### config.mk
export PLATFORM = sky130hd
export DESIGN_NAME = btn_pulse_gen
export DESIGN_NICKNAME = d
export VERILOG_FILES = /design/src/rtl/btn_pulse_gen.sv
export SDC_FILE = /design/constraint.sdc
export NUM_CORES = 1
export LEC_CHECK = 0
export CELL_PAD_IN_SITES_DETAIL_PLACEMENT = 0
export CELL_PAD_IN_SITES_GLOBAL_PLACEMENT = 1
export CORE_MARGIN = 4
export CORE_UTILIZATION = 49
export CTS_CLUSTER_SIZE = 14
export DETAILED_ROUTE_END_ITERATION = 6
export PLACE_DENSITY_LB_ADDON = 0.1
export SYNTH_ARGS = -nofsm -noshare
export SYNTH_HDL_FRONTEND = slang
export SYNTH_SLANG_ARGS = --single-unit
### constraint.sdc
create_clock -name clk -period 2.2 [get_ports clk]
set_input_delay 0.44 -clock clk [delete_from_list [all_inputs] [get_ports clk]]
set_output_delay 0.44 -clock clk [all_outputs]
set_load 0.03 [all_outputs]
### src/rtl/btn_pulse_gen.sv
// btn_pulse_gen
//
// Turns the three raw push buttons (up, down, centre) into clean one-cycle
// command pulses for the address-sequencing control stage. Each button is
// synchronised, debounced with a consecutive-cycle counter and edge-detected.
// A single arbiter keeps at most one command pulse high per cycle, with
// priority pause > speed_up > speed_down.
//
// Optional feature macro: BTN_AUTO_REPEAT_EN
//   When defined, a held up/down button re-fires after REPEAT_DELAY cycles
//   and then every REPEAT_PERIOD cycles. The centre button never repeats.
//   When undefined, no repeat logic is built and REPEAT_* are unused.
//
// Ports:
//   clk        - system clock, all state on the rising edge
//   Rst_n      - asynchronous active-low reset
//   btn_up     - raw up button, active-high, asynchronous
//   btn_down   - raw down button, active-high, asynchronous
//   btn_center - raw centre button, active-high, asynchronous
//   speed_up   - one-cycle command pulse (up press)
//   speed_down - one-cycle command pulse (down press)
//   pause      - one-cycle command pulse (centre press)
//   btn_level  - debounced levels {center, down, up}

module btn_pulse_gen #(
  parameter int DEBOUNCE_CYCLES = 2_000_000,
  parameter int REPEAT_DELAY    = 50_000_000,
  parameter int REPEAT_PERIOD   = 25_000_000
) (
  input  logic       clk,
  input  logic       Rst_n,
  input  logic       btn_up,
  input  logic       btn_down,
  input  logic       btn_center,
  output logic       speed_up,
  output logic       speed_down,
  output logic       pause,
  output logic [2:0] btn_level
);

  localparam int MAX_AB     = (DEBOUNCE_CYCLES > REPEAT_DELAY) ? DEBOUNCE_CYCLES : REPEAT_DELAY;
  localparam int MAX_CYCLES = (MAX_AB > REPEAT_PERIOD) ? MAX_AB : REPEAT_PERIOD;
  localparam int CNT_W      = $clog2(MAX_CYCLES) + 1;

  localparam logic [CNT_W-1:0] DB_LAST = CNT_W'(DEBOUNCE_CYCLES - 1);
  localparam logic [CNT_W-1:0] CNT_ONE = CNT_W'(1);

  // Bit order everywhere is {center, down, up}.
  logic [2:0]       btn_raw;
  logic [2:0]       sync_meta;
  logic [2:0]       sync;
  logic [2:0]       lvl;
  logic [2:0]       lvl_prev;
  logic [CNT_W-1:0] cnt [3];
  logic [2:0]       press_evt;
  logic [2:0]       cand;

  assign btn_raw = {btn_center, btn_down, btn_up};

  // Two-flop synchroniser; only the second stage is used downstream.
  always_ff @(posedge clk or negedge Rst_n) begin
    if (!Rst_n) begin
      sync_meta <= '0;
      sync      <= '0;
    end else begin
      sync_meta <= btn_raw;
      sync      <= sync_meta;
    end
  end

  // Debounce: a new level is accepted only after DEBOUNCE_CYCLES consecutive
  // differing samples. Any matching sample restarts the count, which is what
  // discards short glitches.
  always_ff @(posedge clk or negedge Rst_n) begin
    if (!Rst_n) begin
      lvl <= '0;
      for (int i = 0; i < 3; i++) begin
        cnt[i] <= '0;
      end
    end else begin
      for (int i = 0; i < 3; i++) begin
        if (sync[i] == lvl[i]) begin
          cnt[i] <= '0;
        end else if (cnt[i] == DB_LAST) begin
          lvl[i] <= sync[i];
          cnt[i] <= '0;
        end else begin
          cnt[i] <= cnt[i] + CNT_ONE;
        end
      end
    end
  end

  // Previous debounced level, used to find 0->1 press events.
  always_ff @(posedge clk or negedge Rst_n) begin
    if (!Rst_n) begin
      lvl_prev <= '0;
    end else begin
      lvl_prev <= lvl;
    end
  end

  assign press_evt = lvl & ~lvl_prev;

`ifdef BTN_AUTO_REPEAT_EN
  localparam logic [CNT_W-1:0] RPT_FIRST = CNT_W'(REPEAT_DELAY);
  localparam logic [CNT_W-1:0] RPT_NEXT  = CNT_W'(REPEAT_PERIOD);

  // Repeat timers for up (0) and down (1). The timer counts cycles since the
  // last scheduled candidate (initial press or repeat), regardless of whether
  // the arbiter let it through, so a dropped repeat does not shift the schedule.
  logic [CNT_W-1:0] rpt_cnt [2];
  logic [1:0]       rpt_phase;
  logic [1:0]       rpt_evt;

  always_comb begin
    rpt_evt = '0;
    for (int i = 0; i < 2; i++) begin
      rpt_evt[i] = lvl[i] & lvl_prev[i] &
                   (rpt_cnt[i] == (rpt_phase[i] ? RPT_NEXT : RPT_FIRST));
    end
  end

  always_ff @(posedge clk or negedge Rst_n) begin
    if (!Rst_n) begin
      rpt_phase <= '0;
      for (int i = 0; i < 2; i++) begin
        rpt_cnt[i] <= '0;
      end
    end else begin
      for (int i = 0; i < 2; i++) begin
        if (!lvl[i]) begin
          rpt_cnt[i]   <= '0;
          rpt_phase[i] <= 1'b0;
        end else if (press_evt[i]) begin
          rpt_cnt[i]   <= CNT_ONE;
          rpt_phase[i] <= 1'b0;
        end else if (rpt_evt[i]) begin
          rpt_cnt[i]   <= CNT_ONE;
          rpt_phase[i] <= 1'b1;
        end else begin
          rpt_cnt[i]   <= rpt_cnt[i] + CNT_ONE;
        end
      end
    end
  end

  assign cand = press_evt | {1'b0, rpt_evt};
`else
  assign cand = press_evt;
`endif

  // Arbitration: pause > speed_up > speed_down; losers are dropped.
  always_ff @(posedge clk or negedge Rst_n) begin
    if (!Rst_n) begin
      pause      <= 1'b0;
      speed_up   <= 1'b0;
      speed_down <= 1'b0;
    end else begin
      pause      <= cand[2];
      speed_up   <= cand[0] & ~cand[2];
      speed_down <= cand[1] & ~cand[2] & ~cand[0];
    end
  end

  assign btn_level = lvl;

endmodule

==> impl_metrics.json <==
{
  "final_nets": 502,
  "antenna_found_initial": 0,
  "worst_setup_path_end_kind": "register",
  "fin_crit_sh_pct": 93.0,
  "critPathMostFrequentCell": "or4_1",
  "p_per_area_nw_per_um2": 583,
  "detail-route-antenna-nets": 0,
  "synth_top_flop_cell": "dfrtp_1",
  "crit_slowest_cell": "or4_1",
  "syn-num-nets": 479,
  "worst_pin_slew_ns": 0.486,
  "synth-warning-count": 0,
  "grtUsageTotal_pct": 18.1,
  "numCtsBuffers": 9,
  "start_util_pct": 50.7,
  "drive_gt1_share_pct": 10.4,
  "rows": 35,
  "area_delta_synth_final_pct": 11.1,
  "final.setup.tns_ns": 0,
  "critPathMaxStageDelay_ns": 0.74,
  "drc": 0,
  "synth_area_um2": 4710,
  "grt_pass1_wl_um": 16600,
  "critical_path_class": "reg -> reg",
  "crit_required_ns": 2.49,
  "clock_skew_ns": 0.00760,
  "reg2reg_setup_slack_ns": 0.15,
  "clk_pin_slew_ns": 0.10,
  "reg2reg_to": "cnt[23]",
  "diodes": 0,
  "synth_common_cells": "96 x dfrtp_1, 47 x nor2_1, 36 x a21oi_1, 30 x nand3_1, 25 x nand2_1",
  "drv_cap": 0,
  "cp_cell_sequence": "nand3_1 > or4_1 > or4_1 > a21oi_1",
  "path_delay_family": "simple AND/OR/NAND/NOR gates",
  "synth_top_area_share_pct": 51.0,
  "place_hpwl_um": 6510,
  "die_w_um": 106,
  "root_buffer": "clkbuf_8",
  "startpoint_type": "register",
  "drtIter0Drc": 149,
  "synth_area_leaders": "dfrtp_1 51%, xor2_1 4.1%, a21oi_1 3.8%, nor2_1 3.7%, xnor2_1 3.7%",
  "core_area_um2": 9280,
  "vias": 3626,
  "fin_util_pct": 56.3,
  "critical_path_arrival_ns": 2.33,
  "die_h_um": 106,
  "ios": 11,
  "crit_fanout": 14,
  "r2r_cells": 4,
  "h-tree-depth": 3,
  "fmaxAchievable_ghz": 0.489,
  "avgSynthCellArea_um2": 10.0,
  "slew_headroom_pct": 67.6,
  "die-area_um2": 11200,
  "holdWs_ns": 0.0200,
  "crit_cells": 4,
  "peakVddDrop_mv": 0.384,
  "critPathLaunch": "cnt[2]",
  "cts_buffer_depth": 2,
  "dr.pass1.iters": 4,
  "cts.sink_count": 96,
  "setup_viol": 0,
  "clk_latency_ns": 0.37,
  "cts_tree": "built",
  "p_leak_uw": 0.00204,
  "totalWireLength_um": 9350,
  "routed_via_density": 5.78,
  "routedWlPerCell_um": 14.9,
  "grt_max_degree": 45,
  "synth-edff-count": 0,
  "yosysMostFrequentCell": "dfrtp_1",
  "rsz0062_at_grt": "no",
  "io_buffers": 10,
  "ys_seq_elements": 96,
  "hold_viol": 0,
  "overflow": 0,
  "r2r_start": "cnt[2]",
  "yosys.area.top_type": "dfrtp_1",
  "place.gp.congestion": 0.776,
  "cp.buffers_inverters": 0,
  "hold_class": "in -> async",
  "post-route-min-period_ns": 2.05,
  "drv_slew": 0,
  "status": "complete, no violations",
  "endpoint": "cnt[23]",
  "first_global_vias": 3458,
  "postSynthCellCount": 471,
  "synth.distinct_cells": 38,
  "synthArstFlopShare_pct": 100,
  "seq_area_frac_synth_pct": 51.0
}
## worst min path at each step
| stage | startpoint | to | slack [ns] | depth (start not counted) |
|---|---|---|---|---|
| 6_report | Rst_n | cnt[79] | 0.02 | 1 |
| 4_1_cts | Rst_n | cnt[77] | 0.02 | 1 |
| 3_3_place_gp | sync_meta[1] | sync[1] | 0.33 | 0 |
| 3_5_place_dp | sync_meta[0] | sync[0] | 0.34 | 0 |
| 5_1_grt | Rst_n | cnt[77] | 0.04 | 1 |
| 2_1_floorplan | Rst_n | btn_level[0] | 0.14 | 0 |
## sequential cells by signal, summed over array words and instances, names as in the netlist
name and count:
speed_down 1, sync 3, btn_level 3, speed_up 1, lvl_prev 3, cnt 81, pause 1, sync_meta 3
## worst reg2reg max path, stage by stage, from the launching register on
cell     delay (ns)
dfrtp_1        0.46
nand3_1        0.13
or4_1          0.74
or4_1          0.46
a21oi_1        0.17
## cell type report
type                       instances  area [um2]
clock buffer                      10         128
clock inverter                     5        57.6
fill                             900        4050
inverter                          11        41.3
multi-input combinational        345        2160
sequential                        96        2400
tap                              129         161
timing repair buffer              31         280
## repair_timing
action	CTS	global route
buffers inserted	0	0
hold buffers	0	0
endpoints found under the hold margin	0	0
setup endpoints to repair	0	3
gates resized for setup	0	1
## logic make-up after synthesis
group	Yosys count	share of synthesized area, %
adder cells (fa/ha/maj)	3	0.797
buffers and inverters	30	3.27
multiplexers	3	0.717
AO/OA/AOI/OAI	76	9.51
AND/OR/NAND/NOR	221	26.9
XOR/XNOR	42	7.81
flip-flops	96	51.0
## report_power, final
part / internal, uW / switching [uW]
Combinational: 35.3 / 74.2
Sequential: 1780 / 17.2
Clock: 523 / 619
## per-layer routing
| layer | vias to the layer above | track usage [%] | share of wire [%] |
|---|---|---|---|
| li1 | 1781 | - | - |
| met1 | 1808 | 25.0 | 50 |
| met2 | 32 | 28.6 | 46 |
| met3 | 5 | 4.80 | 3.1 |
| met4 | 0 | 4.72 | 0.91 |
| met5 | - | 0 | 0 |
## per-stage QoR
| stage | power (uW) | cells | setup slack, ns | area, um2 |
|---|---|---|---|---|
| floorplan | 1880 | 471 | 0.190 | 4710 |
| global placement | 1950 | 612 | 0.133 | 5040 |
| detailed placement | 1950 | 612 | 0.0801 | 5040 |
| CTS | 3100 | 627 | 0.0761 | 5230 |
| global route | 3190 | 627 | 0.00674 | 5230 |
| finish | 3050 | 627 | 0.153 | 5230 |
## cell usage in the layout (no fill, tap or decap), types with 2 or more instances in the layout
master and n:
or4_2 2, ha_1 3, clkbuf_8 9, and2_1 3, buf_12 2, or4_4 2
clkdlybuf4s50_1 9, inv_1 11, nor4_1 15, nor2b_1 3, nand3_1 30, clkinv_2 2
or4_1 22, xor2_1 22, and4_1 11, nand2_1 25, buf_4 20, nor3_1 7
or3_1 15, a21oi_1 36, nor2_1 47, xnor2_1 20, o31ai_1 22, mux2_2 3
nor4b_1 6, o21ai_0 15, and3_1 2, or2_2 2, nand4_1 23, nand4_2 3
o31ai_2 2, dfrtp_1 96
(Power assumes the default switching activity.)
